**config.mk**
```make
export PLATFORM = sky130hd
export DESIGN_NAME = core_sequencer
export DESIGN_NICKNAME = d
export VERILOG_FILES = /design/src/rtl/gpu_core_pkg.sv /design/src/rtl/core_sequencer_pc_select.sv /design/src/rtl/core_sequencer.sv
export SDC_FILE = /design/constraint.sdc
export NUM_CORES = 1
export LEC_CHECK = 0
export BUFFER_PORTS_ARGS = -buffer_cell sky130_fd_sc_hd__clkbuf_2
export CAP_MARGIN = 20
export CORE_UTILIZATION = 49
export DETAILED_ROUTE_END_ITERATION = 8
export PLACE_DENSITY = 0.85
export SYNTH_ARGS = -nofsm -noshare
export SYNTH_HDL_FRONTEND = slang
export SYNTH_SLANG_ARGS = --single-unit
```
**constraint.sdc**
```tcl
create_clock -name clk -period 2.52 [get_ports clk]
set_input_delay 0.126 -clock clk [delete_from_list [all_inputs] [get_ports clk]]
set_output_delay 0.126 -clock clk [all_outputs]
set_load 0.02 [all_outputs]
```
**src/rtl/gpu_core_pkg.sv**
```systemverilog
// Shared types and constants for the per-core control path.
package gpu_core_pkg;

  // Sequencer state encodings, observed by decoder, fetcher, ALUs, LSUs and PC units
  typedef enum logic [2:0] {
    CORE_IDLE    = 3'b000,
    CORE_FETCH   = 3'b001,
    CORE_DECODE  = 3'b010,
    CORE_REQUEST = 3'b011,
    CORE_WAIT    = 3'b100,
    CORE_EXECUTE = 3'b101,
    CORE_UPDATE  = 3'b110,
    CORE_DONE    = 3'b111
  } core_state_t;

  // Per-thread LSU status as reported to the sequencer
  typedef enum logic [1:0] {
    LSU_IDLE       = 2'd0,
    LSU_REQUESTING = 2'd1,
    LSU_WAITING    = 2'd2,
    LSU_DONE       = 2'd3
  } lsu_state_t;

  // The decoder latches its outputs while the core sits in this state
  localparam core_state_t CORE_STATE_DECODE = CORE_DECODE;

  // An LSU holds the core in WAIT while a request is outstanding
  function automatic logic lsu_busy(input lsu_state_t s);
    return (s == LSU_REQUESTING) || (s == LSU_WAITING);
  endfunction

endpackage

```
**src/rtl/core_sequencer_pc_select.sv**
```systemverilog
// Combinational PC reconciliation: takes the lowest enabled thread's next PC
// and flags whether any other enabled thread wants a different one.
module pc_select #(
  parameter int THREADS  = 4,
  parameter int PC_WIDTH = 8
) (
  input  logic [THREADS-1:0]          thread_enable,
  input  logic [PC_WIDTH*THREADS-1:0] next_pc,
  output logic [PC_WIDTH-1:0]         selected_pc,
  output logic                        mismatch
);

  logic [PC_WIDTH-1:0] pc_arr [THREADS];

  generate
    for (genvar gi = 0; gi < THREADS; gi++) begin : g_unpack
      assign pc_arr[gi] = next_pc[PC_WIDTH*gi +: PC_WIDTH];
    end
  endgenerate

  // Priority select: first enabled thread from index 0 upward wins
  always_comb begin
    logic found;
    selected_pc = '0;
    found       = 1'b0;
    for (int i = 0; i < THREADS; i++) begin
      if (thread_enable[i] && !found) begin
        selected_pc = pc_arr[i];
        found       = 1'b1;
      end
    end
  end

  // Any enabled thread disagreeing with the selected PC means divergence
  always_comb begin
    mismatch = 1'b0;
    for (int i = 0; i < THREADS; i++) begin
      if (thread_enable[i] && (pc_arr[i] != selected_pc)) begin
        mismatch = 1'b1;
      end
    end
  end

endmodule

```
**src/rtl/core_sequencer.sv**
```systemverilog
// Per-core control FSM: FETCH -> DECODE -> REQUEST -> WAIT -> EXECUTE -> UPDATE
// for one block of threads, owning the shared PC and retiring the block on RET.
module core_sequencer
  import gpu_core_pkg::*;
#(
  parameter int THREADS  = 4,
  parameter int PC_WIDTH = 8
) (
  input  logic                        clk,
  input  logic                        reset,
  input  logic                        start,
  input  logic [THREADS-1:0]          thread_enable,
  input  logic                        fetch_done,
  input  logic [2*THREADS-1:0]        lsu_state,
  input  logic                        decoded_mem_read_enable,
  input  logic                        decoded_mem_write_enable,
  input  logic                        decoded_ret,
  input  logic [PC_WIDTH*THREADS-1:0] next_pc,
  output logic [2:0]                  core_state,
  output logic [PC_WIDTH-1:0]         current_pc,
  output logic                        done,
  output logic                        diverged
);

  core_state_t         state_reg, state_next;
  logic [PC_WIDTH-1:0] pc_reg, pc_next;
  logic                diverged_reg, diverged_next;

  logic [THREADS-1:0]  thread_busy;
  logic                busy;
  logic [PC_WIDTH-1:0] selected_pc;
  logic                pc_mismatch;

  // The memory-op flags are carried for the decoder interface only: the LSU
  // status alone decides how long WAIT lasts, so a non-memory op exits at once.
  logic unused_decoded_mem;
  assign unused_decoded_mem = decoded_mem_read_enable ^ decoded_mem_write_enable;

  generate
    for (genvar gi = 0; gi < THREADS; gi++) begin : g_busy
      assign thread_busy[gi] = thread_enable[gi] &
                               lsu_busy(lsu_state_t'(lsu_state[2*gi +: 2]));
    end
  endgenerate

  assign busy = |thread_busy;

  pc_select #(
    .THREADS  (THREADS),
    .PC_WIDTH (PC_WIDTH)
  ) u_pc_select (
    .thread_enable (thread_enable),
    .next_pc       (next_pc),
    .selected_pc   (selected_pc),
    .mismatch      (pc_mismatch)
  );

  // State, PC and sticky divergence registers; reset aborts any block in flight
  always_ff @(posedge clk) begin
    if (reset) begin
      state_reg    <= CORE_IDLE;
      pc_reg       <= '0;
      diverged_reg <= 1'b0;
    end else begin
      state_reg    <= state_next;
      pc_reg       <= pc_next;
      diverged_reg <= diverged_next;
    end
  end

  // Next-state, PC update and divergence capture
  always_comb begin
    state_next    = state_reg;
    pc_next       = pc_reg;
    diverged_next = diverged_reg;
    case (state_reg)
      CORE_IDLE: begin
        if (start) begin
          // An empty mask has nothing to run: retire without fetching
          state_next = (thread_enable != '0) ? CORE_FETCH : CORE_DONE;
        end
      end
      CORE_FETCH: begin
        if (fetch_done) state_next = CORE_DECODE;
      end
      CORE_STATE_DECODE: state_next = CORE_REQUEST;
      CORE_REQUEST:      state_next = CORE_WAIT;
      CORE_WAIT: begin
        if (!busy) state_next = CORE_EXECUTE;
      end
      CORE_EXECUTE:      state_next = CORE_UPDATE;
      CORE_UPDATE: begin
        if (decoded_ret) begin
          state_next = CORE_DONE;
        end else begin
          state_next = CORE_FETCH;
          pc_next    = selected_pc;
          if (pc_mismatch) diverged_next = 1'b1;
        end
      end
      CORE_DONE:         state_next = CORE_DONE;
      default:           state_next = CORE_IDLE;
    endcase
  end

  assign core_state = state_reg;
  assign current_pc = pc_reg;
  assign done       = (state_reg == CORE_DONE);
  assign diverged   = diverged_reg;

endmodule

```
==> results by stage, run 1 <==
Outcome:
- The flow ran to the end, and the final reports show no timing, DRC or antenna violations.

Layout:
- Excluding fillers, the count of instances in the completed layout stands at 326.
- The number of flip-flops in the largest register is 8.
- Compared with the post-synthesis result, the final layout area differs by 21.5%.
- The fraction of final layout cells sized beyond drive strength 1 is 26.2%.
- For this run, the post-layout net count is 335.
- In the layout the commonest cells are sky130_fd_sc_hd__clkbuf_2 (61), sky130_fd_sc_hd__nor2_1 (22), sky130_fd_sc_hd__a21oi_1 (15).
- The filler cells instantiated in the layout total 309.
- The number of antenna diodes in the final layout is 0.
- Leaving out fill and tap cells, the most frequent cell in the layout is sky130_fd_sc_hd__clkbuf_2.
- At the end of the flow the core is filled with cells to 63.6%.

Power and ir drop:
- Summed over all nets, the switching power comes to 229 uW.
- In this run switching power makes up 37.4% of total power.
- The total power divided by cell area is 311 nW/um^2.
- Summed over all cells, the static leakage comes to 0.000873 uW.
- Cell internal power was estimated by the tool at 384 uW.
- The power share of the sequential group is 34.8%.
- The portion of total power attributed to the clock network is 17.6%.
- VDD sags by at most 0.000110 V.
- Combinational cells account for 47.6% of the total power.

Detailed routing:
- The first detailed-routing pass took 4 iterations.
- Summing over every cut layer, the via total after detailed routing is 1962.
- For this block, the initial DRC count from the detailed router was 123.
- The final routed wire length divided by cell count is 13.4 um.
- The remaining antenna violation count after routing is 0.
- The aggregate routed wire length is 4370 um.
- After detailed routing, the number of vias per cell comes to 6.02.
- The residual DRC count is 0.

Setup path:
- The endpoint arrival time on the critical path is 1990 ps.
- The maximum fanout along the worst path is 24.
- The data required time at the worst endpoint is 2650 ps.
- The worst flop-to-flop path startpoint is core_state[2].
- The type of destination of the critical path is a flip-flop.
- The critical setup path kind is primary input to flip-flop.
- The flop-to-flop setup slack is 810 ps.
- The launching element of the worst setup path is thread_enable[2].
- The worst setup path is launched from a primary input.

GRT:
- The aggregate global-route resource usage is 25.8%.
- The initial antenna violation count is 0.
- The first-pass GRT wire length is 7140 um.
- The via count of the first global-routing pass was 1668.
- The largest net degree at the start of global routing is 25.
- The overflow left after global routing is 0.

Floorplan:
- Pin placement for this block handled 64 I/O pins.
- Measured along the x axis, the die boundary spans 59.6 um.
- The die boundary height is 59.6 um.
- The overall die area is 3550 um^2.
- The area of the core is 3100 um^2.
- The initial utilization of the core area, before any placement, comes to 52.3%.
- The floorplan has 20 rows.

Yosys:
- By area the synthesized netlist is led by sky130_fd_sc_hd__dfxtp_1 (15%), sky130_fd_sc_hd__a21o_1 (5.1%), sky130_fd_sc_hd__nor2_1 (5.1%).
- The largest total area in the synthesized netlist belongs to sky130_fd_sc_hd__dfxtp_1.
- The synthesized area is 1620 um^2.
- Yosys mapped a number of flops with a built-in enable equal to 0.
- Counting every instance in the synthesized netlist gives 228.
- Sequential cells were found to cover 14.8% of the synthesized design area.
- The post-synthesis area per instance is 7.12 um^2.
- The netlist uses 56 different library cells.
- The synthesis warning total is 0.
- The post-synthesis net count is 279.
- After synthesis the netlist holds a flip-flop and latch count of 12.
- After synthesis, the share of flip-flops with an asynchronous set or reset is 0%.
- The share of synthesized area in the top cell type comes to 14.8%.
- The most used flip-flop cell after synthesis is sky130_fd_sc_hd__dfxtp_1.

Clock tree:
- In this run, post-CTS repair resized a total of 0 instances.
- The tree built by TritonCTS fans out to 12 sinks.
- After clock tree synthesis, the clock-pin slew on the worst setup and hold paths is 60 ps.
- The post-CTS setup buffer count is 0.
- CTS built an H-tree with a depth of 1.
- The root buffer cell is sky130_fd_sc_hd__clkbuf_4.
- The clock buffer count from CTS is 3.
- The TritonCTS clock tree is done.
- The number of buffers on the longest clock path is 2.
- The clock network latency to the later pin of the worst-skew pair is 260 ps.
- In this run, post-CTS hold repair placed 0 buffers.

Place:
- Routability-driven placement finished with a final weighted congestion of 0.910.
- After detailed placement, the design holds a cell count of 323.
- The wire-length estimate of the detail-placed layout is 3540 um.
- The number of I/O port buffers is 61.

Flow run:
- The number of max-cap violations is 0.

STA:
- The worst slew slack as a fraction of its limit is 72.0%.
- The worst clock skew is 0.435 ps.
- The total negative setup slack is 0 ps.
- The shortest clock period the worst path allows after layout is 1860 ps.
- Setup repair after global routing left no endpoint under its margin.
- Dividing the final minimum period by the clock period gives 73.8%.
- The number of hold violations in the final report is 0.
- The max-slew violation count came to 0.
- Setup violations remaining at the end of the flow were counted as 0.
- The measured slew at the worst slew-check pin is 417 ps.
- Based on the critical path, the design can be clocked at up to 538 MHz.

Min path:
- The worst min-delay path class is primary input to flip-flop.
- In this run the most critical hold path is launched from reset.
power groups by stage:
stage               Combinational [uW]  Sequential, uW  Clock (uW)
floorplan                          184             221           0
finish                             292             213         108
detailed placement                 288             218           0
global placement                   282             217           0
global route                       322             215         122
CTS                                289             213         112
cells in the mapped netlist (3+ instances only):
master and count:
sky130_fd_sc_hd__a211o_1 3, sky130_fd_sc_hd__a211oi_1 6, sky130_fd_sc_hd__a21boi_0 4, sky130_fd_sc_hd__a21o_1 11, sky130_fd_sc_hd__a21oi_1 15, sky130_fd_sc_hd__a311oi_1 6, sky130_fd_sc_hd__a31oi_1 4, sky130_fd_sc_hd__and2_1 3
sky130_fd_sc_hd__and3b_1 5, sky130_fd_sc_hd__buf_2 5, sky130_fd_sc_hd__clkbuf_1 7, sky130_fd_sc_hd__dfxtp_1 12, sky130_fd_sc_hd__inv_1 11, sky130_fd_sc_hd__nand2_1 13, sky130_fd_sc_hd__nand2b_1 3, sky130_fd_sc_hd__nand3_1 13
sky130_fd_sc_hd__nand3b_1 9, sky130_fd_sc_hd__nor2_1 22, sky130_fd_sc_hd__nor2b_1 7, sky130_fd_sc_hd__nor3_1 3, sky130_fd_sc_hd__o211ai_1 3, sky130_fd_sc_hd__o21ai_0 9, sky130_fd_sc_hd__o22ai_1 3, sky130_fd_sc_hd__or3_1 3
sky130_fd_sc_hd__xnor2_1 5, sky130_fd_sc_hd__xor2_1 5
critical path, stage by stage:
cell,delay [ps]
sky130_fd_sc_hd__clkbuf_2,290
sky130_fd_sc_hd__nor4b_4,90
sky130_fd_sc_hd__buf_4,220
sky130_fd_sc_hd__and2_1,220
sky130_fd_sc_hd__or3_1,330
sky130_fd_sc_hd__a2111oi_2,410
sky130_fd_sc_hd__a31o_1,200
sky130_fd_sc_hd__o211ai_1,90
final timing paths:
kind / to / cells past startpoint
max: diverged / 8
min: current_pc[2] / 2
max reg2reg: diverged / 7
min reg2reg: current_pc[4] / 2
logic make-up after synthesis:
kind of cell / after synthesis / share of synthesized area (%)
AOI/OAI and AO/OA: 88 / 40.1
buffers and inverters: 26 / 7.32
DFF: 12 / 14.8
and+or+nand+nor: 92 / 32.4
xor gates and xnor gates: 10 / 5.39
stage by stage:
stage               cell area (um^2)  setup WS, ps  hold slack, ps  power, uW
finish                          1970           660             200        613
global route                    1970           480             214        659
CTS                             1970           683             190        614
detailed placement              1950           413             468        506
global placement                1950           460             464        499
floorplan                       1620           701             216        405
area by class of cell:
class / count / area, um^2 / share of cell area [%]
multi-input combinational: 190 / 1270 / 64.4
clock buffer: 3 / 22.5 / 1.14
tap: 44 / 55.1 / 2.79
inverter: 11 / 41.3 / 2.09
timing repair buffer: 66 / 343 / 17.4
sequential: 12 / 240 / 12.2
metal layers:
metal  vias up  track usage [%]  wire, um
met2        79             43.7      2020
met4         0             9.97        85
met1       882             34.0      1970
li1        993                -         -
met5         -                0         0
met3         8             1.97       290
Note: power is estimated with default switching activity, not from simulation.
==> inputs of run 2 (changes only) <==
CORE_UTILIZATION = 45   (was 49)
PLACE_DENSITY = 0.83   (was 0.85)
clock period = 1.6 ns   (was 2.52 ns; I/O delays follow)
==> run 2 against run 1 <==
Against the previous run:
- power grew 78%
- non-clock buffer count is 34 higher
- setup slack lost 620 ps
- clock skew increased by 2.8 ps
- clock power grew 65%
- count of clock-buffer cells in the layout is the same
- hold slack got worse by 59 ps
- critical path type unchanged
==> results by stage, run 2 (synthesized netlist as in run 1, its figures left out) <==
Min path:
- The start point of the worst min-delay path is reset.
- The count of cells along the worst hold path is 2 (unchanged).
- The worst min-delay path class is primary input to flip-flop.
- For hold timing, the worst endpoint is core_state[2].

Floorplan:
- The overall die area is 3850 um^2 (+8.6%).
- The die boundary height is 62.1 um (+4.2%).
- The effective utilization at floorplan is 47.9% (-4.4 points).
- The cell row count is 21 (+5.0%).
- The I/O pin count is 64 (unchanged).
- The die boundary width came to 62.1 um (+4.2%).
- The area of the core is 3390 um^2 (+9.2%).

Flow run:
- The number of max-cap violations is 0 (unchanged).

Detailed routing:
- The total iterations of the first detailed-routing run was 4 (unchanged).
- The aggregate routed wire length is 5210 um (+19%).
- The number of DRC violations after detailed-routing iteration 0 came to 157 (+28%).
- The final routed wire length divided by cell count is 14.4 um (+7.4%).
- The mean number of vias per cell is 5.92 (-1.6%).
- The total via count in the routed design is 2143 (+9.2%).
- The residual DRC count is 0 (unchanged).
- The remaining antenna violation count after routing came to 0 (unchanged).

Power and ir drop:
- The internal power of the cells was 683 uW (+78%).
- The portion of total power attributed to the clock network is 16.4% (-1.2 points).
- The maximum vdd drop is 0.000160 V (+46%).
- The leakage power was 0.00106 uW (+21%).
- The combinational power share is 53.2% (+5.6 points).
- The power share of the sequential group was 30.4% (-4.4 points).
- The net switching power of the design was 406 uW (+77%).
- The total power divided by cell area was 471 nW/um^2 (+52%).
- The fraction of power spent switching nets came to 37.3% (-0.062 points).

Setup path:
- The worst setup path is captured at a flip-flop.
- The critical path buffer and inverter count came to 3 (+1).
- The maximum single-stage delay on the critical path is 420 ps (about the same).
- The endpoint identified for the worst register-to-register timing path is diverged.
- The maximum fanout along the worst path came to 5 (-79%).
- The data required time at the worst endpoint is 1750 ps (-900 ps).
- The critical path is of the primary input to flip-flop type.
- The slowest stage of the critical path belongs to the cell sky130_fd_sc_hd__nor4b_4.
- The launching element of the worst setup path is thread_enable[1].
- The endpoint arrival time on the critical path is 1710 ps (-280 ps).
- The signal on the critical path passes through buf_8, nor4b_4, buf_4, and2_4, buf_6, o21a_1, o2111ai_2, o311ai_2, o211ai_1.
- The family with the most delay on the worst path is compound AO/OA/AOI/OAI gates.
- The number of cells traversed by the worst register-to-register path is 6 (-1).
- In this run the critical register-to-register path is launched from core_state[2].
- The flop-to-flop setup slack is 140 ps (-670 ps).
- The category of the worst setup path launch point is a primary input.

Clock tree:
- The clock buffer count from CTS is 3 (unchanged).
- The clock slew seen by the registers of the worst setup and hold paths is 70 ps (about the same).
- The clock network latency to the later pin of the worst-skew pair was 270 ps (about the same).
- The number of clock sinks is 12 (unchanged).
- The count of hold-fix buffers inserted at cts was 0 (unchanged).
- The count of instances resized after the clock tree is built is 0 (unchanged).
- The post-CTS setup buffer count is 0 (unchanged).
- The TritonCTS clock tree is done.
- The number of buffers on the longest clock path is 2 (unchanged).
- The H-tree depth is 1 (unchanged).
- The root buffer cell chosen for the clock tree is sky130_fd_sc_hd__clkbuf_4.

GRT:
- The overflow left after global routing is 0 (unchanged).
- The largest net degree at the start of global routing is 17 (-32%).
- The first-pass GRT wire length is 7750 um (+8.5%).
- In this run the most used layer during global routing was met2.
- The initial antenna violation count was 0 (unchanged).
- The met2 track demand over resource is 45.6% (+1.9 points).
- The met1 routing resource usage after global routing is 36.4% (+2.4 points).
- The met3 capacity usage during global routing is 1.24% (-0.72 points).
- The aggregate global-route resource usage is 26.9% (+1.1 points).
- The via count of the first global-routing pass is 1788 (+7.2%).

STA:
- The worst clock skew is 3.22 ps (+2.78 ps).
- The worst path needs 1560 ps of the cycle, external delays included.
- The worst slew slack as a fraction of its limit came to 74.1% (+2.0 points).
- Setup repair after global routing could not meet its margin everywhere.
- The final critical path takes up 97.6% of the cycle.
- The measured slew at the worst slew-check pin is 388 ps (-29.6 ps).
- The number of hold violations in the final report is 0 (unchanged).
- The total negative setup slack was 0 ps (unchanged).
- The final number of setup-violating endpoints came to 0 (unchanged).
- The maximum frequency from static timing analysis is 641 MHz.
- The worst hold-check slack is 141 ps (-58.7 ps).
- The max-slew violation count is 0 (unchanged).

Layout:
- The layout overhead on the synthesized area is 42.3%.
- The number of nets in the finished design is 369 (+10%).
- The antenna diode count is 0 (unchanged).
- The number of fillers in the final layout came to 291 (-5.8%).
- The fraction of final layout cells sized beyond drive strength 1 is 36.7% (+10 points).
- In the layout the commonest cells are sky130_fd_sc_hd__clkbuf_2 (58), sky130_fd_sc_hd__buf_4 (36), sky130_fd_sc_hd__nor2_1 (22).
- Leaving out fill and tap cells, the most frequent cell in the layout is sky130_fd_sc_hd__clkbuf_2.
- The area of all placed cells without fillers is 2310 um^2 (+17%).
- The number of flip-flops in the largest register is 8 (unchanged).
- The fraction of the core area covered by cells at the end of the flow came to 68.2% (+4.6 points).

Place:
- The number of I/O port buffers is 61 (unchanged).
- The cell area reported after detailed placement came to 2220 um^2 (+14%).
- The final RePlAce weighted congestion is 0.995 (+9.2%).
- The total half-perimeter wirelength after legalization and detailed placement is 4190 um (+18%).

Outcome:
- The flow ran to the end, and the final reports show no timing, DRC or antenna violations.
==> run 2: metal layers <==
layer	routed length, um	up-vias
li1	-	1052
met5	0	-
met3	329	7
met1	2260	994
met2	2560	90
met4	55	0
==> run 2: power by group through the flow <==
stage | sequential, uW | combinational [uW] | clock [uW]
final | 331 | 580 | 178
after global routing | 334 | 630 | 197
after CTS | 331 | 551 | 184
after detailed placement | 339 | 548 | 0
after global placement | 338 | 535 | 0
after floorplan | 348 | 292 | 0
==> run 2: worst max-delay path by stage <==
stage	depth (start not counted)	to	slack, ps
floorplan	7	diverged	-80
global placement	8	diverged	-220
detailed placement	8	diverged	-260
CTS	8	diverged	30
global route	9	diverged	-40
finish	9	diverged	40
==> run 2: cell type report <==
type | instances | area (um^2) | area share, %
Sequential cell | 12 | 241 | 10.4
Clock buffer | 3 | 22.5 | 0.975
Tap cell | 46 | 57.6 | 2.49
Timing Repair Buffer | 100 | 641 | 27.7
Inverter | 11 | 41.3 | 1.79
Multi-Input combinational cell | 190 | 1310 | 56.6
==> run 2: stage by stage <==
step | total power, uW | instances | setup WS (ps)
after floorplan | 640 | 228 | -84.6
after global placement | 873 | 359 | -223
after detailed placement | 887 | 359 | -263
after CTS | 1070 | 362 | 25.6
after global routing | 1160 | 362 | -39.7
final | 1090 | 362 | 39.0
==> inputs of run 3 (changes only) <==
CELL_PAD_IN_SITES_DETAIL_PLACEMENT = 1   (was not set)
CELL_PAD_IN_SITES_GLOBAL_PLACEMENT = 1   (was not set)
CORE_UTILIZATION = 31   (was 45)
==> run 3 against run 2 <==
Against the previous run:
- the flow now finishes with violations (negative setup slack)
- via count up 7.7%
- first-iteration DRC count down 5.7%
- global-route usage down 1.1 points
- critical path depth down 1
- register-to-register slack worse by 60 ps
- cell area up 11%
- setup slack worse by 100 ps
- power up 21%
- combinational power up 12%
- hold slack better by 54 ps
- sequential cell count unchanged
- critical endpoint unchanged
==> results by stage, run 3 (synthesized netlist as in run 1, its figures left out) <==
Outcome:
- The flow ran to the end, but the final reports show violations.
- The checks that failed: negative setup slack.

Power and ir drop:
- The post-layout total power came to 1320 uW (+21%).
- The total power divided by cell area is 517 nW/um^2 (+9.8%).
- The maximum vdd drop is 0.000256 V (+60%).
- The leakage power is 0.00118 uW (+12%).

Detailed routing:
- The total via count in the routed design is 2309 (+7.7%).
- The final routed wire length divided by cell count is 17.9 um (+24%).
- The aggregate routed wire length came to 7180 um (+38%).
- The remaining antenna violation count after routing was 0 (unchanged).
- The mean number of vias per cell was 5.74 (-3.0%).
- The total iterations of the first detailed-routing run was 4 (unchanged).
- The residual DRC count was 0 (unchanged).
- The number of DRC violations after detailed-routing iteration 0 is 148 (-5.7%).

Layout:
- The fraction of final layout cells sized beyond drive strength 1 was 41.5% (+4.8 points).
- The number of nets in the finished design is 387 (+4.9%).
- In the layout the commonest cells are sky130_fd_sc_hd__clkbuf_2 (58), sky130_fd_sc_hd__buf_4 (51), sky130_fd_sc_hd__nor2_1 (21).
- The layout overhead on the synthesized area is 57.3%.
- The multi-input logic area is 1340 um^2 (+2.1%).
- The number of fillers in the final layout is 651 (+120%).
- The area of all sequential standard cells is 241 um^2 (unchanged).
- The fraction of the core area covered by cells at the end of the flow is 52.4% (-16 points).
- The antenna diode count is 0 (unchanged).
- The most common cell after layout, fill and taps aside is sky130_fd_sc_hd__clkbuf_2.
- The number of flip-flops in the largest register is 8 (unchanged).

Clock tree:
- The H-tree depth came to 1 (unchanged).
- The number of clock sinks came to 12 (unchanged).
- The TritonCTS clock tree is done.
- The number of buffers on the longest clock path is 2 (unchanged).
- The clock slew seen by the registers of the worst setup and hold paths came to 60 ps (about the same).
- The clock network latency to the later pin of the worst-skew pair is 240 ps (-30 ps).
- The clock buffer count from CTS is 3 (unchanged).
- The root buffer cell is sky130_fd_sc_hd__clkbuf_8.

Floorplan:
- The overall die area is 5530 um^2 (+44%).
- The area of the core is 4880 um^2 (+44%).
- The effective utilization at floorplan came to 33.3% (-15 points).
- The die boundary width is 74.4 um (+20%).
- The die boundary height came to 74.4 um (+20%).
- The cell row count came to 25 (+19%).
- The I/O pin count is 64 (unchanged).

STA:
- The measured slew at the worst slew-check pin is 437 ps (+49.4 ps).
- The shortest clock period the worst path allows after layout came to 1660 ps (+99.5 ps).
- The worst clock skew is 1.59 ps (-1.62 ps).
- The number of hold violations in the final report is 0 (unchanged).
- The worst hold-check slack is 195 ps (+54.2 ps).
- The worst slew slack as a fraction of its limit is 70.6% (-3.5 points).
- The max-slew violation count came to 0 (unchanged).
- The fraction of the cycle the final worst path needs is 104% (+6.2 points).
- The final number of setup-violating endpoints is 1 (+1).
- The total negative setup slack is -60.5 ps (-60.5 ps).
- The maximum frequency from static timing analysis is 602 MHz (-6.0%).
- Setup repair after global routing could not meet its margin everywhere.
- The minimum setup slack in the final design is -60.5 ps (-99.5 ps).

Place:
- The number of I/O port buffers is 61 (unchanged).
- The final RePlAce weighted congestion is 0.904 (-9.1%).
- The worst slack after detailed placement is -373 ps (-110 ps).
- The total half-perimeter wirelength after legalization and detailed placement is 5500 um (+31%).

Setup path:
- STA classifies the critical path startpoint as a primary input.
- The endpoint arrival time on the critical path is 1780 ps (+70 ps).
- The data required time at the worst endpoint is 1710 ps (-40 ps).
- The critical path goes through buf_4, nor4b_4, buf_4, a221oi_2, or3_1, a2111oi_2, a31o_1, o211ai_1.
- The critical path is of the primary input to flip-flop type.
- The worst setup path is captured at a flip-flop.
- The maximum fanout along the worst path is 3 (-2).
- The flop-to-flop setup slack was 80 ps (-60 ps).
- The maximum single-stage delay on the critical path came to 390 ps (-30 ps).
- Among all stages on the critical path, the largest delay is contributed by sky130_fd_sc_hd__or3_1.
- The most prevalent standard cell on the critical path is sky130_fd_sc_hd__buf_4.

GRT:
- The first-pass GRT wire length is 11100 um (+43%).
- The overflow left after global routing is 0 (unchanged).
- The largest net degree at the start of global routing is 19 (+2).
- The aggregate global-route resource usage is 25.9% (-1.1 points).
- The via count of the first global-routing pass is 2354 (+32%).
- The initial antenna violation count was 0 (unchanged).

Flow run:
- The number of max-cap violations is 0 (unchanged).

Min path:
- The worst min-delay path class is primary input to flip-flop.
## run 3: changes by cell type in the layout (fill, tap and decap cells not counted), sizes merged
cell / before / now
clkbuf: 61 / 64
buf: 42 / 58
## run 3: power breakdown
part	internal [uW]	switching, uW	leakage (uW)
Combinational	314	334	0.00105
Sequential	313	25.5	0.0000977
Clock	218	117	0.0000288
## run 3: repair_timing
item / in CTS / in global routing
setup buffers: 1 / 4
hold buffers: 0 / 0
pin swaps: 4 / 8
endpoints found under the setup margin: 1 / 4
gates resized for setup: 16 / 18
gates cloned: 0 / 2
## run 3: final cells by class
cell class	count	area share, %
multi-input cells	190	52.3
repair buffers	118	31.2
well taps	67	3.28
inverters	11	1.62
clock buffers	4	2.15
flip-flops and latches	12	9.45
## run 3: metrics by stage
| step | instance area (um^2) | std cells |
|---|---|---|
| 5_1_grt | 2550 | 402 |
| 4_1_cts | 2430 | 396 |
| 6_report | 2550 | 402 |
| 3_5_place_dp | 2320 | 391 |
| 2_1_floorplan | 1630 | 228 |
| 3_3_place_gp | 2320 | 391 |
## run 3: worst paths after layout
path	startpoint	end	cells after the start
worst min-delay path	reset	core_state[2]	2
worst min register to register	current_pc[7]	current_pc[7]	2
worst max-delay path	thread_enable[2]	diverged	8
worst max register to register	core_state[2]	diverged	5
## run 3: routing by layer
metal	routed length (um)	GRT usage, %
met2	3590	48.4
met1	3030	30.9
met3	366	2.03
met4	189	8.39
met5	0	0
## run 3: worst max-delay path: cells and delay by family
family | cells | cell delay, ps
AO/OA/AOI/OAI | 4 | 630
buffers and inverters | 2 | 330
AND/OR/NAND/NOR | 2 | 720
